File: src/rtl/keypad_pkg.sv
// -----------------------------------------------------------------------------
// keypad_pkg
// Shared types and constants for the 4x3 matrix keypad scanner.
//   state_t         : scanner FSM state encoding
//   ROW0..ROW3      : one-hot row strobes, ROW0 = top row (1000)
//   COL0..COL2      : one-hot column codes, COL0 = left column (100)
//   key_index()     : one-hot row/column -> key index 1..12 (0 if invalid)
//   is_single_col() : true when exactly one column line is active
//   next_row()      : right rotation of the row strobe
// -----------------------------------------------------------------------------
package keypad_pkg;

    typedef enum logic [1:0] {
        ST_SCAN    = 2'd0,
        ST_CONFIRM = 2'd1,
        ST_HELD    = 2'd2,
        ST_RELEASE = 2'd3
    } state_t;

    localparam int NUM_ROWS = 4;
    localparam int NUM_COLS = 3;

    localparam logic [3:0] ROW0 = 4'b1000;
    localparam logic [3:0] ROW1 = 4'b0100;
    localparam logic [3:0] ROW2 = 4'b0010;
    localparam logic [3:0] ROW3 = 4'b0001;

    localparam logic [2:0] COL0 = 3'b100;
    localparam logic [2:0] COL1 = 3'b010;
    localparam logic [2:0] COL2 = 3'b001;

    function automatic logic [3:0] key_index(input logic [3:0] row, input logic [2:0] col);
        logic [3:0] row_base;
        logic [3:0] col_off;
        logic       ok;
        ok = 1'b1;
        case (row)
            ROW0:    row_base = 4'd0;
            ROW1:    row_base = 4'd3;
            ROW2:    row_base = 4'd6;
            ROW3:    row_base = 4'd9;
            default: begin row_base = 4'd0; ok = 1'b0; end
        endcase
        case (col)
            COL0:    col_off = 4'd1;
            COL1:    col_off = 4'd2;
            COL2:    col_off = 4'd3;
            default: begin col_off = 4'd0; ok = 1'b0; end
        endcase
        return ok ? (row_base + col_off) : 4'd0;
    endfunction

    function automatic logic is_single_col(input logic [2:0] col);
        return (col == COL0) || (col == COL1) || (col == COL2);
    endfunction

    function automatic logic [3:0] next_row(input logic [3:0] row);
        return {row[0], row[3:1]};
    endfunction

endpackage

File: src/rtl/keypad_sync.sv
// -----------------------------------------------------------------------------
// keypad_sync
// Two-flop synchronizer for the asynchronous keypad column sense lines.
// Ports:
//   i_clk   : system clock
//   i_rst   : asynchronous reset, active-high (flops clear to 0)
//   i_async : raw input, asynchronous to i_clk
//   o_sync  : synchronized copy, two clocks of latency
// -----------------------------------------------------------------------------
module keypad_sync #(
    parameter int WIDTH = 3
) (
    input  logic             i_clk,
    input  logic             i_rst,
    input  logic [WIDTH-1:0] i_async,
    output logic [WIDTH-1:0] o_sync
);

    logic [WIDTH-1:0] r_meta;
    logic [WIDTH-1:0] r_sync;

    always_ff @(posedge i_clk or posedge i_rst) begin
        if (i_rst) begin
            r_meta <= '0;
            r_sync <= '0;
        end else begin
            r_meta <= i_async;
            r_sync <= r_meta;
        end
    end

    assign o_sync = r_sync;

endmodule

File: src/rtl/keypad_scanner.sv
// -----------------------------------------------------------------------------
// keypad_scanner
// Active scanner for the 4-row x 3-column vending keypad. Strobes one row at a
// time, samples the synchronized column lines, debounces press and release and
// presents the confirmed key as held one-hot column/row codes, a 1..12 index
// and a one-cycle valid pulse.
//
// Ports:
//   clock_in       : system clock
//   reset_in       : asynchronous reset, active-high
//   coluna_pad_in  : raw column sense (3), active-high, asynchronous
//   linha_pad_out  : one-hot row strobe (4), 1000 = top row
//   coluna_out     : held one-hot column of the confirmed key, 000 when none
//   linha_out      : held one-hot row of the confirmed key, 0000 when none
//   key_code_out   : key index row*3+col+1, 0 when none
//   key_valid_out  : one-cycle pulse on press confirmation
//   key_held_out   : high while a confirmed key is held
//
// Build option: define KEYPAD_AUTOREPEAT_EN to re-pulse key_valid_out while a
// key stays held (first repeat after 8*SCAN_DIV*DEB_CYCLES cycles, then every
// 2*SCAN_DIV*DEB_CYCLES cycles).
//
// state      | meaning
// -----------+-------------------------------------------------------------
// ST_SCAN    | dwell on current row, sample columns at end of dwell
// ST_CONFIRM | row frozen, count consecutive matches of candidate column
// ST_HELD    | key confirmed, outputs stable, watch for column change
// ST_RELEASE | count consecutive non-matches before declaring release
// -----------------------------------------------------------------------------
module keypad_scanner
    import keypad_pkg::*;
#(
    parameter int SCAN_DIV   = 16,
    parameter int DEB_CYCLES = 15
) (
    input  logic       clock_in,
    input  logic       reset_in,
    input  logic [2:0] coluna_pad_in,
    output logic [3:0] linha_pad_out,
    output logic [2:0] coluna_out,
    output logic [3:0] linha_out,
    output logic [3:0] key_code_out,
    output logic       key_valid_out,
    output logic       key_held_out
);

    localparam int DW = $clog2(SCAN_DIV) + 1;
    localparam int BW = $clog2(DEB_CYCLES) + 1;
    localparam logic [DW-1:0] DWELL_LAST = DW'(SCAN_DIV - 1);
    localparam logic [BW-1:0] DEB_DONE   = BW'(DEB_CYCLES);

    logic [2:0]    w_col_s;

    state_t        r_state,    w_state_nxt;
    logic [3:0]    r_row,      w_row_nxt;
    logic [DW-1:0] r_dwell,    w_dwell_nxt;
    logic [BW-1:0] r_deb,      w_deb_nxt;
    logic [2:0]    r_cand_col, w_cand_col_nxt;
    logic [2:0]    r_col_out,  w_col_out_nxt;
    logic [3:0]    r_row_out,  w_row_out_nxt;
    logic [3:0]    r_code,     w_code_nxt;
    logic          r_valid,    w_valid_nxt;
    logic          r_held,     w_held_nxt;

    logic [DW-1:0] w_dwell_inc;
    logic [BW-1:0] w_deb_inc;

`ifdef KEYPAD_AUTOREPEAT_EN
    localparam int RPT_FIRST = 8 * SCAN_DIV * DEB_CYCLES;
    localparam int RPT_NEXT  = 2 * SCAN_DIV * DEB_CYCLES;
    localparam int RW        = $clog2(RPT_FIRST) + 1;

    logic [RW-1:0] r_rpt,       w_rpt_nxt;
    logic          r_rpt_armed, w_rpt_armed_nxt;
    logic [RW-1:0] w_rpt_inc;
    logic [RW-1:0] w_rpt_limit;

    assign w_rpt_inc   = (r_rpt == {RW{1'b1}}) ? r_rpt : r_rpt + RW'(1);
    // The first repeat waits the long interval, later ones the short one.
    assign w_rpt_limit = r_rpt_armed ? RW'(RPT_NEXT) : RW'(RPT_FIRST);
`endif

    keypad_sync #(.WIDTH(3)) u_sync (
        .i_clk   (clock_in),
        .i_rst   (reset_in),
        .i_async (coluna_pad_in),
        .o_sync  (w_col_s)
    );

    // Saturating increments: counters never wrap.
    assign w_dwell_inc = (r_dwell == {DW{1'b1}}) ? r_dwell : r_dwell + DW'(1);
    assign w_deb_inc   = (r_deb == {BW{1'b1}}) ? r_deb : r_deb + BW'(1);

    always_ff @(posedge clock_in or posedge reset_in) begin
        if (reset_in) begin
            r_state    <= ST_SCAN;
            r_row      <= ROW0;
            r_dwell    <= '0;
            r_deb      <= '0;
            r_cand_col <= '0;
            r_col_out  <= '0;
            r_row_out  <= '0;
            r_code     <= '0;
            r_valid    <= 1'b0;
            r_held     <= 1'b0;
        end else begin
            r_state    <= w_state_nxt;
            r_row      <= w_row_nxt;
            r_dwell    <= w_dwell_nxt;
            r_deb      <= w_deb_nxt;
            r_cand_col <= w_cand_col_nxt;
            r_col_out  <= w_col_out_nxt;
            r_row_out  <= w_row_out_nxt;
            r_code     <= w_code_nxt;
            r_valid    <= w_valid_nxt;
            r_held     <= w_held_nxt;
        end
    end

`ifdef KEYPAD_AUTOREPEAT_EN
    always_ff @(posedge clock_in or posedge reset_in) begin
        if (reset_in) begin
            r_rpt       <= '0;
            r_rpt_armed <= 1'b0;
        end else begin
            r_rpt       <= w_rpt_nxt;
            r_rpt_armed <= w_rpt_armed_nxt;
        end
    end
`endif

    always_comb begin
        w_state_nxt    = r_state;
        w_row_nxt      = r_row;
        w_dwell_nxt    = '0;
        w_deb_nxt      = r_deb;
        w_cand_col_nxt = r_cand_col;
        w_col_out_nxt  = r_col_out;
        w_row_out_nxt  = r_row_out;
        w_code_nxt     = r_code;
        w_valid_nxt    = 1'b0;
        w_held_nxt     = r_held;
`ifdef KEYPAD_AUTOREPEAT_EN
        w_rpt_nxt       = '0;
        w_rpt_armed_nxt = r_rpt_armed;
`endif

        case (r_state)
            ST_SCAN: begin
                if (r_dwell == DWELL_LAST) begin
                    // Multi-hot columns are ghosting and count as no key.
                    if (is_single_col(w_col_s)) begin
                        w_cand_col_nxt = w_col_s;
                        w_deb_nxt      = '0;
                        w_state_nxt    = ST_CONFIRM;
                    end else begin
                        w_row_nxt = next_row(r_row);
                    end
                end else begin
                    w_dwell_nxt = w_dwell_inc;
                end
            end

            ST_CONFIRM: begin
                if (w_col_s == r_cand_col) begin
                    if (w_deb_inc == DEB_DONE) begin
                        w_col_out_nxt = r_cand_col;
                        w_row_out_nxt = r_row;
                        w_code_nxt    = key_index(r_row, r_cand_col);
                        w_held_nxt    = 1'b1;
                        w_valid_nxt   = 1'b1;
                        w_deb_nxt     = '0;
                        w_state_nxt   = ST_HELD;
`ifdef KEYPAD_AUTOREPEAT_EN
                        w_rpt_armed_nxt = 1'b0;
`endif
                    end else begin
                        w_deb_nxt = w_deb_inc;
                    end
                end else begin
                    w_deb_nxt   = '0;
                    w_row_nxt   = next_row(r_row);
                    w_state_nxt = ST_SCAN;
                end
            end

            ST_HELD: begin
                if (w_col_s != r_cand_col) begin
                    w_deb_nxt   = '0;
                    w_state_nxt = ST_RELEASE;
                end else begin
`ifdef KEYPAD_AUTOREPEAT_EN
                    if (w_rpt_inc == w_rpt_limit) begin
                        w_valid_nxt     = 1'b1;
                        w_rpt_nxt       = '0;
                        w_rpt_armed_nxt = 1'b1;
                    end else begin
                        w_rpt_nxt = w_rpt_inc;
                    end
`endif
                end
            end

            ST_RELEASE: begin
                if (w_col_s == r_cand_col) begin
                    // Release glitch: back to held, no new valid pulse.
                    w_state_nxt = ST_HELD;
`ifdef KEYPAD_AUTOREPEAT_EN
                    w_rpt_armed_nxt = 1'b0;
`endif
                end else if (w_deb_inc == DEB_DONE) begin
                    w_col_out_nxt = '0;
                    w_row_out_nxt = '0;
                    w_code_nxt    = '0;
                    w_held_nxt    = 1'b0;
                    w_deb_nxt     = '0;
                    w_row_nxt     = next_row(r_row);
                    w_state_nxt   = ST_SCAN;
                end else begin
                    w_deb_nxt = w_deb_inc;
                end
            end

            default: begin
                w_state_nxt = ST_SCAN;
            end
        endcase
    end

    assign linha_pad_out = r_row;
    assign coluna_out    = r_col_out;
    assign linha_out     = r_row_out;
    assign key_code_out  = r_code;
    assign key_valid_out = r_valid;
    assign key_held_out  = r_held;

endmodule

File: config.mk
export PLATFORM = sky130hd
export DESIGN_NAME = keypad_scanner
export DESIGN_NICKNAME = d
export VERILOG_FILES = /design/src/rtl/keypad_pkg.sv /design/src/rtl/keypad_sync.sv /design/src/rtl/keypad_scanner.sv
export SDC_FILE = /design/constraint.sdc
export NUM_CORES = 1
export LEC_CHECK = 0
export CAP_MARGIN = 20
export CORE_MARGIN = 2
export CORE_UTILIZATION = 40
export CTS_BUF_LIST = sky130_fd_sc_hd__clkbuf_4 sky130_fd_sc_hd__clkbuf_8
export DETAILED_ROUTE_END_ITERATION = 7
export GPL_TIMING_DRIVEN = 0
export HOLD_SLACK_MARGIN = 0.15
export PLACE_DENSITY = 0.65
export SLEW_MARGIN = 10
export SYNTH_ARGS = -nofsm -noshare
export SYNTH_HDL_FRONTEND = slang
export SYNTH_SLANG_ARGS = --single-unit
export TNS_END_PERCENT = 20
File: constraint.sdc
create_clock -name clock_in -period 2.17 [get_ports clock_in]
set_input_delay 0.434 -clock clock_in [delete_from_list [all_inputs] [get_ports clock_in]]
set_output_delay 0.434 -clock clock_in [all_outputs]
set_load 0.02 [all_outputs]
# [Word-level counts from Yosys, hierarchy flattened]
# Cells that the tools add are included.
[word_totals] register_bits=38 input_bits=5 output_inout_bits=17 word_cells=118
[op_classes] n_addsub=3 eq_ne=31 muxes=60 reduce_logical=12
[op_table] operator="2-to-1 mux 4 bit" n=18
[op_table] operator="2-to-1 mux 5 bit" n=10
[op_table] operator="case mux 4 bit (3 select lines)" n=2
[op_table] operator="case mux 5 bit (4 select lines)" n=1
[op_table] operator="!= test 2 bit, second input constant" n=9
[op_table] operator="case mux 4 bit (2 select lines)" n=2
[op_table] operator="2-to-1 mux 2 bit" n=7
[op_table] operator="2-to-1 mux 1 bit" n=12
[op_table] operator="2-to-1 mux 3 bit" n=4
[op_table] operator="adder 5 x 1 -> 5 bit, second input constant" n=2
[op_table] operator="== test 5 x 4 -> 1 bit, second input constant" n=2
[op_table] operator="== test 5 bit, second input constant" n=2
[op_table] operator="AND reduction 5 bit" n=2
[op_table] operator="!= test 3 bit, second input constant" n=3
[op_table] operator="case mux 2 bit (4 select lines)" n=1
[op_table] operator="== test 3 x 1 -> 1 bit, second input constant" n=2
[op_table] operator="== test 3 x 2 -> 1 bit, second input constant" n=2
[op_table] operator="== test 3 bit, second input constant" n=2
[op_table] operator="case mux 2 bit (3 select lines)" n=1
[op_table] operator="case mux 3 bit (2 select lines)" n=1
[op_table] operator="AND reduction 6 bit" n=1
[op_table] operator="adder 4 bit" n=1
[op_table] operator="== test 2 bit, second input constant" n=2
[op_table] operator="== test 4 x 1 -> 1 bit, second input constant" n=1
[op_table] operator="other kinds (15)" n=16

# [Longest topological paths before layout]
[logic_depth] word_depth=11 ltp_mapped=8 ltp_nobuf=7

# [Cells and area by module]
# A second synthesis with hierarchy kept.
[hier_totals] hier_cells=172 hier_area_um2=1963.1
[modules_own_cells] module="keypad_scanner" n_inst=1 cells_each=165 area_each_um2=1809.2 seq_area_each_um2=802.0
[modules_own_cells] module="keypad_sync" n_inst=1 cells_each=7 area_each_um2=153.9 seq_area_each_um2=150.1

# [Worst setup path before layout]
# No wires, ideal clock.
[synth_path] kind="reg2reg" startpoint="register r_row[2], in the netlist linha_pad_out[2]" endpoint="register r_code[3], in the netlist key_code_out[3]" setup_time_ns=0.128 arrival_ns=1.795 required_ns=2.042 slack_ns=0.247 path_stages_with_launch=9 path_buffers=1 synth_period_minus_slack_ns=1.923 cell_sequence="dfrtp_1 buf_2 xnor2_1 nor3_1 ha_1 a21oi_1 nor3b_1 o2111ai_1 mux2i_1"
[synth_via] elab_chain_len=11 elab_cells_between_ends=19 cone_classes="1 x add/sub; 4 x eq/ne; 13 x mux; 1 x reduce/logical"
[synth_rtl] element="start: declaration" line="keypad_scanner.sv:55" text="logic [3:0] r_row, w_row_nxt;"
[synth_rtl] element="start signal: assignment" line="keypad_scanner.sv:108" text="r_row <= w_row_nxt;"
[synth_rtl] element="parallel branches: the longest is 7 deep, another holds adder 4 bit"
[synth_rtl] element="2-to-1 mux 4 bit *" line="keypad_pkg.sv:50" text="return ok ? (row_base + col_off) : 4'd0;"
[synth_rtl] element="2-to-1 mux 4 bit *" line="keypad_scanner.sv:166" text="if (w_deb_inc == DEB_DONE) begin"
[synth_rtl] element="2-to-1 mux 4 bit *" line="keypad_scanner.sv:165" text="if (w_col_s == r_cand_col) begin"
[synth_rtl] element="case mux 4 bit (2 select lines) *" line="keypad_scanner.sv:148" text="case (r_state)"
[synth_rtl] element="end signal: assignment" line="keypad_scanner.sv:114" text="r_code <= w_code_nxt;"
[synth_rtl] element="end: declaration" line="keypad_scanner.sv:61" text="logic [3:0] r_code, w_code_nxt;"
# Every way passes the cells marked *. The select of a mux whose other input is x is not followed.
# A chain may end at the register's enable or synchronous reset.

# [Worst setup path after layout]
[layout_path] startpoint="register r_row[3], in the netlist linha_pad_out[3]" endpoint="register r_code[3], in the netlist key_code_out[3]"
# The elaborated chain is that of the path after synthesis.

==> metrics <==
status=finished, final reports clean; grt total ovfl=0; CP Class=reg2reg; Max FO, Critical Path=9; unrepaired setup endpoints after global routing=false; ys async rst share=100%; fin. max-slew vios=0; Leak=1.11 nW; Final Core Density=50.0%; Post-Route Skew=roughly 5.7 ps; WL met2=1650 um; IO Port Bufs=21; worst hold path type=reg2reg; CTS tree=built; part of the Yosys area used for sequential elements=between 40% and 50%; share of layout cells above drive strength 1=between 20% and 30%; CTS Buffer Depth=2; Layout Cells excl Fill=approximately 290; Final Hold Viols=0; Total GRT Usage=roughly 14%; final setup fails=0; Critical Path End Type=flip-flop; Rel. slew slack=between 40 and 50%; Slowest cell on crit path=dfstp_2; M1 wire length=1840 um; Skew-Pair Late Insertion Delay=290 ps; Area Growth Syn to Fin=19.0%; dpl hpwl=2580 um; Reg clk slew, reported paths=around 70 ps; top sig layer=met4; gp weighted congestion=0.762; FMAX=502 MHz; die height=78.0 um; Crit path largest cell delay=between 500 and 600 ps; floorplan core area=~5200 um^2; syn_area_per_cell=11.5 um^2; TritonCTS buffer count=5; CP Launch Type=flip-flop; drt drc=0; Layout Nets=228; Initial Util=approximately 42%; Clock Sinks=38; Vias=around 1.4k; first-pass GRT wire length=6610 um; Syn Inst Count=190; Diodes inserted=0; Mapped Area=between 2000 and 2500 um^2; post-route ant nets=0; Period Utilization, post-route=91.7%; Routed WL=3650 um; dominant synthesized flop cell=dfrtp_1; setup TNS=0 ps; vias in the first global route=approximately 1.4k; die area=6080 um^2; crit path buf inv count=1; fillers=a little under 500; PD cells=721 nW/um^2; warnings from Yosys=0; R2R setup slack=180 ps; cell total after placement=between 200 and 300; Peak supply drop=0.000532 V; vias per inst=4.95; Post-Synthesis Net Count=200; power consumption=1.88 mW; post-synthesis cell type count=59; worst-path cell chain=clkbuf_1 > nor3_2 > ha_1 > a21oi_1 > nor3b_1 > o2111ai_1 > mux2i_1; initial antenna violation count=0; Worst-Margin Slew=about 800 ps; Root Buffer=clkbuf_8; DRT Pass-1 Iters=4; Routed met3 length=94 um; Routed WL per cell=12.6 um; Final min period=1990 ps; Seq cells post-synth=38; pin count of the biggest net entering global routing=39; number of placement rows=26; Die X=78.0 um; Max Cap Viol=0; CP top delay family=flip-flops; IO Pins=22; Worst Path Arrival=around 2200 ps; EDFF count, synth=0; Initial DRC Count=38; Required @ worst endpoint=2340 ps; depth of the CTS H-tree=2
flip-flops by register name, indices dropped and copies added (netlist names), named ones only:
signal / cells
r_deb: 5
r_state: 1
u_sync.o_sync: 3
r_dwell: 5
key_code_out: 4
u_sync.r_meta: 3
linha_pad_out: 4
key_held_out: 1
coluna_out: 3
linha_out: 4
r_cand_col: 3
key_valid_out: 1
per-layer routing:
layer,vias up,global-route usage (%)
met5,-,0
met4,0,4.74
met3,6,3.49
met2,21,21.2
met1,673,18.9
li1,730,-
where the power goes:
part	internal [mW]	leakage [nW]	switching (mW)	total [mW]
registers	0.771	0.490	0.0563	0.828
logic	0.202	0.567	0.247	0.449
clock network	0.355	0.0548	0.247	0.602
total	1.33	1.11	0.550	1.88
cell usage in the layout (no fill, tap or decap), types with 2 or more instances in the layout:
master and count:
dfrtp_1 37, clkdlybuf4s50_1 21, nand2_1 14, inv_1 11
o21ai_0 10, xnor2_1 7, nand3_1 6, a21oi_1 6
mux2i_1 6, buf_4 5, nor2_1 5, nor3_1 5
clkbuf_8 5, buf_6 4, mux2_2 4, a22o_1 4
ha_1 4, buf_2 3, xnor2_4 3, nand2b_1 3
o2bb2ai_1 3, nand4_1 3, clkbuf_1 2, xor2_1 2
xor2_4 2, a211oi_1 2, nor4_1 2, a21o_2 2
cell type report:
class | instances | area, um^2 | area share [%]
multi-input cells | 126 | 1090 | 41.9
flip-flops and latches | 38 | 952 | 36.6
repair buffers | 21 | 210 | 8.07
plain buffers | 14 | 105 | 4.03
well taps | 70 | 87.6 | 3.36
clock buffers | 6 | 76.3 | 2.93
inverters | 12 | 45.0 | 1.73
clock inverters | 2 | 37.5 | 1.44
worst paths after layout:
check	startpoint	endpoint	cells after the start
worst max-delay path	linha_pad_out[3]	key_code_out[3]	7
worst min register to register	u_sync.r_meta[1]	u_sync.o_sync[1]	0
worst min-delay path	u_sync.r_meta[1]	u_sync.o_sync[1]	0
worst max register to register	linha_pad_out[3]	key_code_out[3]	7
min in group asynchronous	reset_in	key_held_out	2
max in group asynchronous	reset_in	r_dwell[0]	2
cell families (layout without fill, tap and decap cells):
group	count (synthesis)	after routing	share of synthesized area (%)
AOI/OAI and AO/OA	44	44	16.8
adders and majority gates	5	5	3.20
and+or+nand+nor	52	52	14.2
xor gates and xnor gates	15	15	10.6
buffers and inverters	26	55	6.86
DFF	38	38	43.5
muxes	10	10	4.80
cells in the mapped netlist, types with 3 or more instances:
cell	n	area [um^2]
buf_2	3	15.0
ha_1	4	50.1
buf_6	4	45.0
a22o_1	4	35.0
nor3_1	6	30.0
nand2b_1	3	18.8
nand4_1	3	18.8
xnor2_1	7	61.3
o2bb2ai_1	3	26.3
nor2_1	5	18.8
mux2_2	4	45.0
buf_4	5	37.5
nand3_1	6	30.0
inv_1	12	45.0
o21ai_0	10	50.1
mux2i_1	6	60.1
a21oi_1	6	30.0
nand2_1	14	52.6
dfrtp_1	37	926
xnor2_4	3	82.6
timing repair:
action	CTS	global route
setup buffers	0	0
hold buffers	0	0
endpoints found under the setup margin	0	1
resized for setup	0	1
stage by stage:
| stage | instance area, um^2 | hold WS [ps] | setup WS, ps |
|---|---|---|---|
| after floorplan | 2190 | 331 | 247 |
| after global placement | 2490 | 333 | 33.4 |
| after detailed placement | 2490 | 339 | 58.7 |
| after CTS | 2600 | 356 | 22.2 |
| after global routing | 2610 | 361 | 27.1 |
| final | 2610 | 352 | 180 |
No activity file was read; power rests on OpenSTA's default activity.
==> RTL edit 1: new RTL, config.mk and constraints unchanged <==
Register the output `key_code_out` once more, cleared by the reset; this adds one clock of latency there. The other outputs are not delayed to match.
--- a/src/rtl/keypad_scanner.sv
+++ b/src/rtl/keypad_scanner.sv
@@ -230,7 +230,13 @@
     assign linha_pad_out = r_row;
     assign coluna_out    = r_col_out;
     assign linha_out     = r_row_out;
-    assign key_code_out  = r_code;
+    always_ff @(posedge clock_in or posedge reset_in) begin
+        if (reset_in) begin
+            key_code_out <= '0;
+        end else begin
+            key_code_out <= r_code;
+        end
+    end
     assign key_valid_out = r_valid;
     assign key_held_out  = r_held;
 
Formal check against the unedited RTL: same outputs for any inputs over 10 cycles, from zero or initial values and one cycle with reset_in high; that may be too few to reach the edited logic, so the function may still have changed.
==> RTL edit 1 against the unedited design <==
Worst hold slack better by 0.0021 ns; global-route usage up 0.98 points; count of clock-buffer cells in the layout is 1 lower; setup slack worse by 0.13 ns; highest routed layer unchanged; cell area fell by 3.3%; power grew 14%; critical path depth down 1; utilization shrank 0.073 points; area after synthesis shrank 5.8%; wire length rose by 1.6%; sequential cell count rose by 4.
==> RTL edit 1: results (changes against the unedited design) <==
[place]
post-place-ws_ns = -0.0548  ; -0.113 ns
dpl-instance-area_um2 = 2380  ; -4.3%
gp_congestion = 0.860  ; +13%
dp_hpwl_um = 2660  ; +3.0%

[power_and_ir_drop]
leakagePower_uw = 0.00110  ; -0.71%
internal_power_uw = 1460  ; +9.9%
p_seq_frac = 0.436  ; -0.004
peakVddDrop_mv = 0.549  ; +3.2%
p_sw_uw = 687  ; +25%

[route]
drtIter0Drc = 37  ; -2.6%
via_per_inst = 5.12  ; +3.4%
avgRoutedWirePerCell_um = 12.8  ; +1.6%
met1_length_um = 1780  ; -3.2%
route.met3.wl_um = 109  ; +16%

[grt]
grt_util_all_layers = 0.147  ; +0.00976
grt_pass1_wl_um = 6310  ; -4.6%
grt_pass1_vias = 1370  ; -1.3%

[synthesis]
synth_compound_gate_area_share = 0.171  ; +0.00252
ys_top_cells_by_area = dfrtp_1 50%, o21ai_0 3.9%, mux2_2 3.8%, xnor2_1 3.4%, xor2_1 3.4%
synthAdderAreaFrac = 0.0340  ; +0.00198

[critical_path]
crit_family = adder cells
worst_ep_arrival_time_ns = 2.31  ; +0.15 ns

[sta]
maxSlewHeadroom = 0.608  ; +0.127

[layout]
final_layout_size_suffix_gt1_frac = 0.164  ; -0.0685

[run_status]
outcome = finished clean

[RTL edit 1: cell count changes in the layout (fill, tap and decap cells not counted), moves of 3 or more]
cell,change
o2bb2ai_1,-3
nand2_1,-8
nor2b_1,+4
dfrtp_1,+4
a31oi_1,+4
buf_6,-3
mux2i_1,-4
mux2_2,+3
a31o_2,+3
o21ai_0,+6
xnor2_4,-3
xor2_1,+6
[RTL edit 1: repair_timing]
item,in CTS,in global routing
endpoints found under the setup margin,9,10
hold buffers,0,0
resized for setup,0,3
buffers inserted,2,0
pin swaps,1,0
[RTL edit 1: area by class of cell]
type | instances | area [um^2] | area share
repair buffers | 24 | 245 | 0.0973
plain buffers | 10 | 60.1 | 0.0238
inverters | 10 | 37.5 | 0.0149
multi-input cells | 125 | 923 | 0.366
clock buffers | 5 | 68.8 | 0.0273
well taps | 70 | 87.6 | 0.0348
clock inverters | 3 | 45.0 | 0.0179
flip-flops and latches | 42 | 1050 | 0.418
[RTL edit 1: final timing paths]
kind | startpoint | endpoint | slack, ns | cells past startpoint
min in group asynchronous | reset_in | r_code[3]$_DFFE_PP0P_ | 0.37 | 2
worst min-delay path | u_sync.r_meta[0]$_DFF_PP0_ | u_sync.o_sync[0]$_DFF_PP0_ | 0.35 | 0
worst min register to register | u_sync.r_meta[0]$_DFF_PP0_ | u_sync.o_sync[0]$_DFF_PP0_ | 0.35 | 0
worst max-delay path | linha_pad_out[3]$_DFFE_PP1P_ | r_code[2]$_DFFE_PP0P_ | 0.05 | 6
worst max register to register | linha_pad_out[3]$_DFFE_PP1P_ | r_code[2]$_DFFE_PP0P_ | 0.05 | 6
max in group asynchronous | reset_in | linha_pad_out[3]$_DFFE_PP1P_ | 1.31 | 3
==> RTL edit 2: new RTL, same settings <==
Without the edit above. The option `KEYPAD_AUTOREPEAT_EN` is turned on by a define.
--- a/src/rtl/keypad_scanner.sv
+++ b/src/rtl/keypad_scanner.sv
@@ -27,6 +27,8 @@
 // ST_HELD    | key confirmed, outputs stable, watch for column change
 // ST_RELEASE | count consecutive non-matches before declaring release
 // -----------------------------------------------------------------------------
+`define KEYPAD_AUTOREPEAT_EN
+
 module keypad_scanner
     import keypad_pkg::*;
 #(
Behaviour: same outputs for any inputs over 10 cycles, from zero or initial values and one cycle with reset_in high; that may be too few to reach the edited logic, so the function may still have changed.
==> RTL edit 2 against the unedited design <==
Global-route usage up 2.4 points; count of clock-buffer cells in the layout down 1; cell area up 36%; power up 19%; non-clock buffer count up 12; utilization down 0.29 points; setup slack worse by 0.13 ns; area after synthesis up 32%; wire length up 69%; maximum frequency down 6.1%; sequential cell count up 13; die area up 31%.
==> RTL edit 2: results (changes against the unedited design) <==
[run_status]
outcome = finished clean

[synthesis]
ys_types = 60  ; +1.7%
ys_top_cells_by_count = 50 x dfrtp_1, 17 x o21ai_0, 16 x nor2_1
ys_top_cells_by_area = dfrtp_1 43%, ha_1 4.7%, xnor2_1 3.6%, mux2_2 3.5%, a22o_1 3.3%
netlist_instances = 282  ; +48%
syn_nets = 299  ; +50%

[sta]
period_needed_ns = 2.12  ; +0.128 ns
maxSlewHeadroom = 0.603  ; +0.122
worst_clock_skew_ns = 0.0127  ; +0.00709 ns
hold_ws_ns = 0.356  ; +0.00430 ns

[grt]
grt_pass1_vias = 2134  ; +54%
grt_util_all_layers = 0.162  ; +0.0243
grt_pass1_wl_um = 10200  ; +54%
grt_start_max_net_pins = 34  ; -13%

[layout]
largestRegisters = r_rpt (12), r_deb (5), r_dwell (5)
fin_cells = 419  ; +45%
nNetsFinal = 336  ; +47%
fillers = 676  ; +39%

[critical_path]
critPathMaxStageDelay_ns = 0.41  ; -0.12 ns
r2r-end = key_valid_out$_DFF_PP0_
crit_family = simple AND/OR/NAND/NOR gates
worstPathMaxFanout = 8  ; -1
r2r_slack_ns = 0.05  ; -0.13 ns
crit_slowest_cell = or3_4

[power_and_ir_drop]
p_sw_uw = 738  ; +34%
powerDensity_nw_per_um2 = 627  ; -13%
peakVddDrop_mv = 0.382  ; -28%

[floorplan]
row_count = 31  ; +19%

[place]
gp_congestion = 0.827  ; +8.4%
dp_hpwl_um = 4200  ; +63%
post-place-ws_ns = -0.335  ; -0.393 ns

[clock_network]
clkLatencyLatePin_ns = 0.31  ; +0.02 ns
clk_pin_slew_ns = 0.10  ; +0.03 ns

[route]
wl_um = 6150  ; +69%
drtIter0Drc = 122  ; +220%

[RTL edit 2: changes by cell type in the layout (fill, tap and decap cells not counted), moves of 4 or more]
cell     change
a21oi_1      +4
a22o_1       +7
a31oi_1      +6
buf_4       +12
dfrtp_1      +6
dfrtp_2      +7
ha_1         +5
mux2_2       +5
nand4_1      +5
nor2_1      +11
o21ai_0      +6
[RTL edit 2: routing by layer]
metal  routed length, um  track usage  share of wire  vias to the layer above
met4                  34       0.0407         0.0055                        0
met5                   0            0              0                        -
met3                 189       0.0332          0.031                        4
met2                2990        0.257           0.49                       29
li1                    -            -              -                     1112
met1                2940        0.227           0.48                     1112
[RTL edit 2: logic make-up after synthesis]
family | after synthesis | synth area share
XOR/XNOR | 15 | 0.0453
AO/OA/AOI/OAI | 72 | 0.175
flip-flops | 51 | 0.441
buffers and inverters | 27 | 0.0414
multiplexers | 15 | 0.0557
AND/OR/NAND/NOR | 90 | 0.187
adder cells (fa/ha/maj) | 12 | 0.0544
[RTL edit 2: cell type report]
class,instances,share of cell area
clock inverters,3,0.00564
inverters,10,0.0106
multi-input cells,204,0.455
well taps,99,0.0349
repair buffers,38,0.0987
plain buffers,9,0.0141
clock buffers,5,0.0194
flip-flops and latches,51,0.362
[RTL edit 2: power groups by stage]
stage	logic, uW	registers (uW)	clock network, uW
global placement	508	1090	0
detailed placement	524	1090	0
finish	614	1070	544
floorplan	409	1080	0
CTS	576	1070	568
global route	693	1080	603
[RTL edit 2: timing repair]
| action | in CTS | in global routing |
|---|---|---|
| endpoints found under the setup margin | 25 | 27 |
| hold buffers | 0 | 0 |
| pin swaps | 8 | 8 |
| setup buffers | 9 | 7 |
| gates cloned | 0 | 0 |
| resized for setup | 11 | 25 |
| hold endpoints to repair | 0 | 0 |
